### src/rtl/uart_pkg.sv
// uart_pkg: shared frame-format encodings, FSM states and helpers for the UART transmit path
package uart_pkg;
  localparam logic [1:0] PAR_EVEN = 2'b00;
  localparam logic [1:0] PAR_ODD  = 2'b01;
  localparam logic [1:0] PAR_NONE = 2'b10;
  localparam logic [1:0] DB_5 = 2'b00;
  localparam logic [1:0] DB_6 = 2'b01;
  localparam logic [1:0] DB_7 = 2'b10;
  localparam logic [1:0] DB_8 = 2'b11;
  typedef enum logic [2:0] {IDLE, START, DATA, PARITY, STOP} state_t;
  function automatic logic [3:0] dbits_to_n(input logic [1:0] d);
    return 4'd5 + {2'b00, d};
  endfunction
  function automatic logic [7:0] data_mask(input logic [1:0] d);
    return 8'hff >> (2'd3 - d);
  endfunction
endpackage

### src/rtl/sync_fifo.sv
// sync_fifo: single-clock FIFO with wrap-bit pointers, flush and occupancy count
module sync_fifo #(
  parameter int WIDTH = 8,
  parameter int DEPTH = 16
) (
  input  logic                     clk,
  input  logic                     rst_n,
  input  logic                     push,
  input  logic                     pop,
  input  logic                     flush,
  input  logic [WIDTH-1:0]         din,
  output logic [WIDTH-1:0]         dout,
  output logic                     full,
  output logic                     empty,
  output logic [$clog2(DEPTH):0]   level
);
  localparam int AW = $clog2(DEPTH);
  logic [AW:0] wr_ptr, rd_ptr;
  logic [WIDTH-1:0] mem [DEPTH];
  logic do_push, do_pop;
  assign full    = (wr_ptr[AW-1:0] == rd_ptr[AW-1:0]) && (wr_ptr[AW] != rd_ptr[AW]);
  assign empty   = wr_ptr == rd_ptr;
  assign level   = wr_ptr - rd_ptr;
  assign dout    = mem[rd_ptr[AW-1:0]];
  assign do_push = push && !full && !flush;
  assign do_pop  = pop && !empty;
  // pointer update; flush wins over any same-cycle push or pop
  always_ff @(posedge clk or negedge rst_n)
    if (!rst_n) begin
      wr_ptr <= '0;
      rd_ptr <= '0;
    end else if (flush) begin
      wr_ptr <= '0;
      rd_ptr <= '0;
    end else begin
      if (do_push) wr_ptr <= wr_ptr + 1'b1;
      if (do_pop) rd_ptr <= rd_ptr + 1'b1;
    end
  // storage write, no reset needed since empty masks stale entries
  always_ff @(posedge clk)
    if (do_push) mem[wr_ptr[AW-1:0]] <= din;
endmodule

### src/rtl/uart_tx_fifo.sv
// uart_tx_fifo: FIFO-fed UART transmitter with runtime frame format and baud divisor
module uart_tx_fifo
  import uart_pkg::*;
#(
  parameter int FIFO_DEPTH = 16,
  parameter int DIV_W      = 16,
  parameter int DEF_DIV    = 434
) (
  input  logic                          clk,
  input  logic                          rst_n,
  input  logic [7:0]                    tx_data,
  input  logic                          tx_valid,
  output logic                          tx_ready,
  input  logic                          tx_flush,
  input  logic [DIV_W-1:0]              cfg_div,
  input  logic [1:0]                    cfg_dbits,
  input  logic [1:0]                    cfg_parity,
  input  logic                          cfg_stop2,
  output logic                          txd,
  output logic                          tx_busy,
  output logic [$clog2(FIFO_DEPTH):0]   fifo_level
);
  state_t state;
  logic [DIV_W-1:0] cnt, div_q, div_eff;
  logic [2:0] idx;
  logic stop_cnt, stop2_q, txd_q;
  logic [7:0] data_q, fifo_dout;
  logic [1:0] dbits_q, par_q;
  logic full, empty, bit_end, last_data, last_stop, load, par_bit;
  sync_fifo #(.WIDTH(8), .DEPTH(FIFO_DEPTH)) u_fifo (
    .clk   (clk),
    .rst_n (rst_n),
    .push  (tx_valid),
    .pop   (load),
    .flush (tx_flush),
    .din   (tx_data),
    .dout  (fifo_dout),
    .full  (full),
    .empty (empty),
    .level (fifo_level)
  );
  assign div_eff   = (cfg_div < DIV_W'(2)) ? DIV_W'(2) : cfg_div;
  assign bit_end   = cnt == div_q - 1'b1;
  assign last_data = {1'b0, idx} == dbits_to_n(dbits_q) - 4'd1;
  assign last_stop = !stop2_q || stop_cnt;
  assign load      = !empty && (state == IDLE || (state == STOP && bit_end && last_stop));
  assign par_bit   = (^data_q) ^ (par_q == PAR_ODD);
  assign tx_ready  = !full;
  assign tx_busy   = (state != IDLE) || !empty;
  assign txd       = txd_q;
  // frame sequencer: loading a byte starts the start bit on the same edge, so frames chain without gaps
  always_ff @(posedge clk or negedge rst_n)
    if (!rst_n) begin
      state    <= IDLE;
      cnt      <= '0;
      idx      <= '0;
      stop_cnt <= 1'b0;
      data_q   <= '0;
      dbits_q  <= DB_5;
      par_q    <= PAR_EVEN;
      stop2_q  <= 1'b0;
      div_q    <= DIV_W'(DEF_DIV);
      txd_q    <= 1'b1;
    end else if (load) begin
      state    <= START;
      cnt      <= '0;
      idx      <= '0;
      stop_cnt <= 1'b0;
      data_q   <= fifo_dout & data_mask(cfg_dbits);
      dbits_q  <= cfg_dbits;
      par_q    <= cfg_parity;
      stop2_q  <= cfg_stop2;
      div_q    <= div_eff;
      txd_q    <= 1'b0;
    end else if (state != IDLE) begin
      if (!bit_end) cnt <= cnt + 1'b1;
      else begin
        cnt <= '0;
        case (state)
          START: begin
            state <= DATA;
            idx   <= '0;
            txd_q <= data_q[0];
          end
          DATA:
            if (!last_data) begin
              idx   <= idx + 3'd1;
              txd_q <= data_q[idx + 3'd1];
            end else if (!par_q[1]) begin
              state <= PARITY;
              txd_q <= par_bit;
            end else begin
              state    <= STOP;
              stop_cnt <= 1'b0;
              txd_q    <= 1'b1;
            end
          PARITY: begin
            state    <= STOP;
            stop_cnt <= 1'b0;
            txd_q    <= 1'b1;
          end
          STOP:
            if (!last_stop) stop_cnt <= 1'b1;
            else begin
              state <= IDLE;
              txd_q <= 1'b1;
            end
          default: state <= IDLE;
        endcase
      end
    end
endmodule

### config.mk
export PLATFORM = sky130hd
export DESIGN_NAME = uart_tx_fifo
export DESIGN_NICKNAME = d
export VERILOG_FILES = /design/src/rtl/uart_pkg.sv /design/src/rtl/sync_fifo.sv /design/src/rtl/uart_tx_fifo.sv
export SDC_FILE = /design/constraint.sdc
export NUM_CORES = 1
export LEC_CHECK = 0
export CAP_MARGIN = 15
export CORE_UTILIZATION = 35
export CTS_BUF_LIST = sky130_fd_sc_hd__clkbuf_2
export CTS_CLUSTER_SIZE = 25
export DETAILED_ROUTE_END_ITERATION = 10
export PLACE_DENSITY = 0.5
export RECOVER_POWER = 100
export SYNTH_ARGS = -nofsm -noshare
export SYNTH_HDL_FRONTEND = slang
export SYNTH_SLANG_ARGS = --single-unit
### constraint.sdc
create_clock -name clk -period 4.4 [get_ports clk]
set_input_delay 0.66 -clock clk [delete_from_list [all_inputs] [get_ports clk]]
set_output_delay 0.66 -clock clk [all_outputs]
set_load 0.1 [all_outputs]
== Yosys cells after proc, flatten, opt, wreduce, memory -nomap -nowiden ==
Memories as Yosys holds them, arrays and structs flattened.
Index checks and enable logic that the tools add are counted.

* Output and inout port bits: 8
* Bits in writable memories: 128
* Memories: 1
* Register bits after elaboration: 63
* Word-level logic and storage cells: 108

* Equal/unequal tests: 15
* Muxes and demuxes: 38
* Add/subtract/negate cells: 9
* Bitwise operators: 2
* $lt $le $gt $ge: 2
* Shifts and indexed selects: 1
* Reduce and logical (&&, ||, !) cells: 28

{| class="wikitable"
|+ Memory list
! name !! words !! bits a word !! rd ports !! clocked after memory_dff !! write ports !! RTL line !! source
|-
| u_fifo.mem || 16 || 8 || 1 || 0 || 1 || sync_fifo.sv:19 || <nowiki>logic [WIDTH-1:0] mem [DEPTH];</nowiki>
|}

{| class="wikitable"
|+ Operator list
! operator !! count
|-
| 16-bit two-way mux || 4
|-
| 3-bit two-way mux || 10
|-
| 5-bit two-way mux || 4
|-
| 16-bit by 1-bit adder with 16-bit output, second input constant || 1
|-
| 16-bit equality test || 1
|-
| 16-bit by 2-bit less-than comparator with 1-bit output, second input constant || 1
|-
| 16-bit by 1-bit subtractor with 16-bit output, second input constant || 1
|-
| 1-bit two-way mux || 15
|-
| 3-bit by 2-bit != test with 1-bit output, second input constant || 5
|-
| 3-bit one-hot mux with 4 select lines || 1
|-
| 4-bit AND reduction || 3
|-
| 5-bit by 1-bit adder with 5-bit output, second input constant || 2
|-
| 8-bit bitwise AND || 1
|-
| 2-bit nonzero test || 4
|-
| 8-bit parity || 1
|-
| 8-bit by 2-bit right shift with 8-bit output, first input constant || 1
|-
| 1-bit logical AND || 7
|-
| 3-bit by 2-bit equality test with 1-bit output, second input constant || 2
|-
| 3-bit one-hot mux with 2 select lines || 1
|-
| 6-bit AND reduction || 1
|-
| 3-bit nonzero test || 2
|-
| 5-bit equality test || 1
|-
| 5-bit nonzero test || 1
|-
| 5-bit subtractor || 1
|-
| 19 further kinds || 24
|}

== Depth between registers and ports, before layout ==
Gate-level depths: netlist (run 1).

* Word-level depth: 9
* Depth in mapped cells: 13
* Depth with buffers taken out: 10

== Modules after synthesis ==
From an unflattened synthesis (run 1), not the netlist that was laid out.

* Cells, all modules: 668
* Area total of the unflattened synthesis: 8831.0 µm²

{| class="wikitable"
|+ By module, submodules not included
! module !! area each (µm²) !! times used !! cells an instance
|-
| sync_fifo || 5690.5 || 1 || 314
|-
| uart_tx_fifo || 3140.5 || 1 || 354
|}

== Worst setup path after synthesis (run 1) ==
Ideal clock, no wire load.

* Path type: reg-to-reg
* Start point: reg u_fifo.rd_ptr[1]
* End point: mem u_fifo.mem[0][0], enable pin
* Cell stages (with the launch flop): 12
* Clock period less this slack: 4.000 ns
* Arrival: 3.617 ns
* Slack: 0.400 ns
* Path buffers: 3
* Data required time: 4.017 ns
* Cell sequence: dfrtp_1 clkbuf_1 buf_1 inv_1 ha_1 and4_1 nand2_1 and2_1 clkbuf_1 nor2b_1 nand2_1 nor3_1

* Cells in the longest elaborated chain, start to end: 7

{| class="wikitable"
|+ RTL lines
! item !! RTL line !! source
|-
| from (decl) || sync_fifo.sv:18 || <nowiki>logic [AW:0] wr_ptr, rd_ptr;</nowiki>
|-
| from (signal assigned) || sync_fifo.sv:37 || <nowiki>if (do_pop) rd_ptr <= rd_ptr + 1'b1;</nowiki>
|-
| 4-bit equality test || sync_fifo.sv:21 || <nowiki>assign full = (wr_ptr[AW-1:0] == rd_ptr[AW-1:0]) && (wr_ptr[AW] != rd_ptr[AW]);</nowiki>
|-
| 1-bit logical AND || sync_fifo.sv:21 ||
|-
| 1-bit zero test || n/a ||
|-
| via tx_ready || uart_tx_fifo.sv:13 || <nowiki>output logic tx_ready,</nowiki>
|-
| 1-bit logical AND (2 in a row) || sync_fifo.sv:25 || <nowiki>assign do_push = push && !full && !flush;</nowiki>
|-
| 1-bit two-way mux || sync_fifo.sv:41 || <nowiki>if (do_push) mem[wr_ptr[AW-1:0]] <= din;</nowiki>
|-
| 1-bit two-way mux (implied by the code) || sync_fifo.sv:41 ||
|-
| to (decl) || sync_fifo.sv:19 ||
|}

The timed path passes the listed nets, and every way through them passes these cells.

== Worst setup path after layout (run 1) ==
* Start point: reg u_fifo.rd_ptr[2]
* End point: out tx_busy

* Cells in the longest elaborated chain, start to end: 3

{| class="wikitable"
|+ RTL lines
! item !! RTL line !! source
|-
| 5-bit equality test || sync_fifo.sv:22 || <nowiki>assign empty = wr_ptr == rd_ptr;</nowiki>
|-
| 1-bit zero test || uart_tx_fifo.sv:49 || <nowiki>assign tx_busy = (state != IDLE) || !empty;</nowiki>
|-
| 1-bit logical OR || uart_tx_fifo.sv:49 ||
|-
| to (decl) || uart_tx_fifo.sv:20 || <nowiki>output logic tx_busy,</nowiki>
|}

Every way passes these cells.

==> results of run 1 <==
## layer usage
metal | global-route usage (%) | wire length [um]
met5 | 0 | 0
met4 | 3.86 | 231
met3 | 3.29 | 753
met2 | 25.8 | 9360
met1 | 20.1 | 8510
## power by group through the flow
stage	Clock (uW)	Combinational, uW	Sequential, uW
after global routing	1110	1910	2450
after global placement	0	1760	2440
after CTS	1040	1800	2410
after detailed placement	0	1790	2440
after floorplan	0	1450	2340
final	997	1750	2400
## placed cells by master, fill, tap and decap left out, types with 12 or more instances in the layout
cell type / count
clkbuf_1: 12
clkbuf_2: 17
clkdlybuf4s50_1: 23
dfrtp_1: 56
edfxtp_1: 128
ha_1: 12
inv_1: 26
mux2_2: 25
mux4_2: 42
nand2_1: 24
nand3_1: 12
nand4_1: 18
nor2_1: 51
nor3_1: 13
o21ai_0: 19
xnor2_1: 25
xor2_1: 22
## cell families after synthesis
kind of cell	share of synthesized area (%)
flops	61.0
simple gates	10.0
mux	14.4
compound gates	5.17
buf+inv	2.39
xor+xnor	5.13
fa+ha+maj	1.91
## state kept, by name, indices dropped and copies added, names as in the netlist, 3 cells and up
name           cells
cnt               16
data_q             8
div_q             16
idx                3
state              3
u_fifo.mem       128
u_fifo.rd_ptr      5
u_fifo.wr_ptr      5
## final cells by class
cell class / instances / share of cell area (%)
sequential: 191 / 54.8
multi-input combinational: 364 / 32.6
antenna: 1 / 0.0252
inverter: 26 / 0.984
clock inverter: 15 / 2.23
timing repair buffer: 52 / 4.34
clock buffer: 17 / 0.858
tap: 330 / 4.17
## what timing repair did
item	in CTS	in global routing
endpoints found under the setup margin	0	0
hold endpoints to repair	28	0
hold buffers	1	0
## critical path, delay by kind of cell, from the launching register on
family | cells | cell delay, ns
adder cells (fa/ha/maj) | 1 | 0.31
buffers and inverters | 3 | 0.84
flip-flops | 1 | 0.48
AND/OR/NAND/NOR | 3 | 0.97
## how the worst max path moves through the flow
stage                     startpoint               end  slack (ns)  cells after the start
floorplan           u_fifo.rd_ptr[1]  u_fifo.mem[0][0]        0.40                     11
global placement            div_q[3]  u_fifo.rd_ptr[3]        1.02                      8
detailed placement          div_q[3]  u_fifo.rd_ptr[3]        0.92                      8
CTS                 u_fifo.rd_ptr[3]           tx_busy        0.38                      7
global route        u_fifo.rd_ptr[2]           tx_busy        0.13                      7
finish              u_fifo.rd_ptr[2]           tx_busy        0.41                      7
## stage by stage
stage | power (uW) | cells | area [um2]
after global placement | 4210 | 962 | 9670
after detailed placement | 4230 | 962 | 9670
after CTS | 5250 | 995 | 9980
after global routing | 5460 | 996 | 9910
after floorplan | 3790 | 606 | 8900
final | 5150 | 996 | 9910
==> metrics.cfg, run 1 <==
[outcome]
status=finished with violations
violations=max-capacitance violations, max-slew violations

[finish]
area_growth_pct=11.3
fin_util_pct=39.6
fin_nets=698
multi_input_area_um2=3230
num-fill-cells=2356
drive_gt1_share_pct=18.5
ff_latch_area_um2=5430

[drt]
via_count=5124
dr.pass1.iters=4
postRouteAntennaNets=0
drc=0
detail_route.wl_per_cell_um=18.9
drtIter0Drc=335
wirelength_um=18900
viasPerCell=5.14

[timing]
fin_skew_ns=0.0638
fin_crit_sh_pct=90.8
rsz0062_at_grt=false
max_slew.worst_pin.slew_ns=1.85
whs_ns=0.397
setup_viol=0
period_needed_ns=3.99
maxSlewViolCount=66
final.setup.tns_ns=0
fin_ws_ns=0.407
hold_violations=0
fmax_mhz=250
slew_headroom_pct=-23.6

[global_routing]
grt_pass1_vias=5328
grt_overflow_total=0
antenna_found_initial=1
grt_pass1_wl_um=30400
grt_max_degree=51
grt_util_all_layers_pct=15.3

[setup_path]
slowest_delay_ns=0.48
cp.required_ns=3.74
worst_ep_arrival_time_ns=3.33
end_kind=primary output
ff2ff_setup_slack_ns=0.43
cpMaxStageDelayCell=dfrtp_1
startpoint_type=flop
timing.rr.start=div_q[3]
crit_chain=inv_1 -> ha_1 -> and4_1 -> nor2b_1 -> and2_1 -> inv_1 -> buf_4
cp_common_cell=inv_1
worstSetupPathType=reg -> out
r2r_cells=8
r2r_end=u_fifo.rd_ptr[3]
cp_max_fo=10

[logic_synthesis]
syn_area_um2=8900
ys_seq_area_share_pct=61.0
syn_nets=652
yosysTopAreaCell=edfxtp_1
synth_area_leaders=edfxtp_1 (43%), dfrtp_1 (16%), mux4_2 (11%)
synth_cells=606
ys_dominant_reg_cell=edfxtp_1
synth_warnings=0
synth-edff-count=128
async_reset_ff_share_pct=33.0
yosysMostFrequentCell=edfxtp_1
synth_top_area_share_pct=43.2
yosys-top-cells-count=edfxtp_1 (128), dfrtp_1 (57), nor2_1 (51), mux4_2 (42)
yosys_register_bits=191
synth_cell_types=62
avgSynthCellArea_um2=14.7

[die]
fp-row-count=58
start_util_pct=35.6
die_h_um=161
core-area_um2=25000
pin_count=41
chipWidth_um=161
die-area_um2=26100

[power]
p_clk_share_pct=19.4
pwr-share-comb_pct=34.0
switching_share_pct=38.6
p_seq_share_pct=46.6
powerDensity_nw_per_um2=520
p_leak_uw=0.00340
p_sw_uw=1990
p_int_uw=3160
ir_drop_mv=0.216

[run]
timing.max_cap.violations=2

[clocking]
cts_root_buffer=clkbuf_2
cts_sinks=191
clockBufferDepth=2
insertion_delay_ns=0.79
cts_resized=0
cts_buffers=17
htree_levels=4
post_cts_buffers=0
cts_tree=yes
clk_pin_slew_ns=0.36

[place]
numPortBuffers=40
place_congestion=0.900
dp_hpwl_um=13500
dp_slack_ns=0.919

[worst_hold_path]
hold_depth=3
hold_path.class=in -> reg
min_from=cfg_div[5]
holdPathEnd=div_q[5]

Note: power is estimated with default switching activity, not from simulation.
==> run 2: changes to the inputs <==
--- a/config.mk
+++ b/config.mk
@@ -5,7 +5,6 @@
 export SDC_FILE = /design/constraint.sdc
 export NUM_CORES = 1
 export LEC_CHECK = 0
-export CAP_MARGIN = 15
 export CORE_UTILIZATION = 35
 export CTS_BUF_LIST = sky130_fd_sc_hd__clkbuf_2
 export CTS_CLUSTER_SIZE = 25
==> results of run 2 <==
Same layout as run 1: the final DEF is identical, and so are final timing and power.
==> run 3: changes to the inputs <==
--- a/config.mk
+++ b/config.mk
@@ -5,11 +5,11 @@
 export SDC_FILE = /design/constraint.sdc
 export NUM_CORES = 1
 export LEC_CHECK = 0
-export CORE_UTILIZATION = 35
+export CORE_UTILIZATION = 40
 export CTS_BUF_LIST = sky130_fd_sc_hd__clkbuf_2
 export CTS_CLUSTER_SIZE = 25
 export DETAILED_ROUTE_END_ITERATION = 10
-export PLACE_DENSITY = 0.5
+export PLACE_DENSITY = 0.64
 export RECOVER_POWER = 100
 export SYNTH_ARGS = -nofsm -noshare
 export SYNTH_HDL_FRONTEND = slang
==> run 3 against run 2 <==
The run still ends with max-capacitance violations, max-slew violations left. Clock power about the same. Cell area down 0.64%. Worst setup slack better by 0.016 ns. Sequential power about the same. Combinational power about the same. Clock skew down 0.0030 ns. Count of clock-buffer cells in the layout unchanged. Die area down 12%. Sequential cell count unchanged. Cell count down 5.4%.
==> metrics.cfg, run 3 (synthesis results as in run 1) <==
[place]
dp_slack_ns=0.936  ; +0.0175 ns
numPortBuffers=40  ; unchanged
place_congestion=0.890  ; -1.0%
dp_hpwl_um=12700  ; -5.7%

[drt]
detail_route.wl_per_cell_um=18.8  ; -0.80%
drtIter0Drc=357  ; +6.6%
wirelength_um=17700  ; -6.2%
drc=0  ; unchanged
via_count=5098  ; -0.51%
viasPerCell=5.41  ; +5.2%
postRouteAntennaNets=0  ; unchanged
dr.pass1.iters=4  ; unchanged

[setup_path]
crit_chain=inv_1 -> ha_1 -> and4_1 -> nor2b_1 -> and2_0 -> inv_1 -> buf_4
startpoint_type=flop
cpMaxStageDelayCell=dfrtp_1
timing.rr.start=div_q[0]
worst_ep_arrival_time_ns=3.32  ; about the same
startpoint=u_fifo.rd_ptr[2]
cp_common_cell=inv_1
cp_max_fo=10  ; unchanged
cp.required_ns=3.74  ; about the same
worstSetupPathType=reg -> out
slowest_delay_ns=0.48  ; about the same
end_kind=primary output

[finish]
drive_gt1_share_pct=19.2  ; +0.69 points
largest_register_ff_count=128  ; unchanged
fin_nets=695  ; -0.43%
num-fill-cells=1900  ; -19%
multi_input_area_um2=3240  ; +0.19%
layout.cells.most_common_list=edfxtp_1 (128), dfrtp_1 (56), nor2_1 (51)
antenna_cells=0  ; -1
layout_commonest_cell=edfxtp_1
area_growth_pct=10.6
ff_latch_area_um2=5430  ; unchanged

[clocking]
htree_levels=4  ; unchanged
clockBufferDepth=2  ; unchanged
cts_tree=yes
cts_resized=0  ; unchanged
post_cts_buffers=0  ; unchanged
insertion_delay_ns=0.82  ; +0.03 ns
cts_sinks=191  ; unchanged
clk_pin_slew_ns=0.32  ; -0.04 ns
cts_buffers=17  ; unchanged
cts_root_buffer=clkbuf_2
cts-hold-fix-buffers=1  ; unchanged

[global_routing]
grt_overflow_total=0  ; unchanged
grt_util_all_layers_pct=16.9  ; +1.6 points
grt_max_degree=51  ; unchanged
grt_pass1_vias=5376  ; +0.90%
antenna_found_initial=0  ; -1
grt_pass1_wl_um=29000  ; -4.7%

[power]
p_leak_uw=0.00341  ; +0.30%
finalPower_uw=5170  ; +0.31%
switching_share_pct=38.6  ; about the same
powerDensity_nw_per_um2=525  ; +0.96%
pwr-share-comb_pct=33.6  ; -0.4 points
p_seq_share_pct=46.8  ; +0.2 points
p_clk_share_pct=19.6  ; +0.2 points
p_int_uw=3170  ; +0.27%
p_sw_uw=2000  ; +0.36%
ir_drop_mv=0.235  ; +8.9%

[die]
fp-row-count=54  ; -6.9%
pin_count=41  ; unchanged
die_h_um=151  ; -6.4%
die-area_um2=22900  ; -12%
chipWidth_um=151  ; -6.4%
start_util_pct=40.8  ; +5.2 points
core-area_um2=21800  ; -13%

[timing]
maxSlewViolCount=42  ; -36%
max_slew.worst_pin.slew_ns=2.18  ; +0.328 ns
fmax_mhz=251  ; +0.40%
slew_headroom_pct=-45.5  ; -22 points
fin_ws_ns=0.423  ; +0.0159 ns
period_needed_ns=3.98  ; -0.0159 ns
fin_skew_ns=0.0608  ; -0.00302 ns
setup_viol=0  ; unchanged
rsz0062_at_grt=false
fin_crit_sh_pct=90.4  ; -0.36 points
final.setup.tns_ns=0  ; unchanged
hold_violations=0  ; unchanged

[worst_hold_path]
min_from=cfg_div[5]
hold_path.class=in -> reg

[run]
timing.max_cap.violations=1  ; -1

[outcome]
status=finished with violations
violations=max-capacitance violations, max-slew violations

[run 3: cell count changes in the layout (fill, tap and decap cells not counted), sizes merged]
cell,previous run,this run
diode,1,0
buf,6,5
clkbuf,29,27
[run 3: power by group through the flow]
stage	logic, uW	registers, uW	clock network, uW
detailed placement	1770	2450	0
finish	1740	2420	1010
CTS	1780	2420	1050
global route	1920	2450	1100
floorplan	1450	2340	0
global placement	1740	2440	0
[run 3: critical path, delay by kind of cell (launching register included)]
| family | cells | cell delay, ns |
|---|---|---|
| buf+inv | 3 | 0.87 |
| simple gates | 3 | 0.87 |
| flops | 1 | 0.48 |
| fa+ha+maj | 1 | 0.32 |
[run 3: cell type report]
type | instances | area share, %
multi-input combinational | 364 | 32.9
clock inverter | 15 | 2.31
tap | 280 | 3.56
clock buffer | 17 | 0.864
inverter | 26 | 0.991
timing repair buffer | 49 | 4.26
sequential | 191 | 55.1
[run 3: through the flow]
step                hold WS (ns)  cell area, um2  instances  util (%)
floorplan                  0.364            8900        606         -
global placement           0.485            9580        909      43.9
detailed placement         0.489            9580        909      43.9
CTS                        0.242            9900        942      45.4
global route               0.323            9850        942      45.1
finish                     0.408            9850        942      45.1
[run 3: worst paths after layout]
check | endpoint | slack, ns | cells past startpoint
setup reg to reg | idx[2] | 0.56 | 11
min in group asynchronous | cnt[9] | 0.61 | 2
setup / recovery | tx_busy | 0.42 | 7
hold / removal | div_q[5] | 0.41 | 3
max in group asynchronous | u_fifo.rd_ptr[0] | 1.00 | 3
hold reg to reg | txd | 0.52 | 2
[run 3: routing by layer]
layer	global-route usage (%)	wire length, um	vias to the layer above	part of all wire (%)
met3	3.46	696	10	3.9
met5	0	0	-	0
met1	22.9	8010	2593	45
li1	-	-	2388	-
met2	27.6	8870	107	50
met4	4.65	119	0	0.67
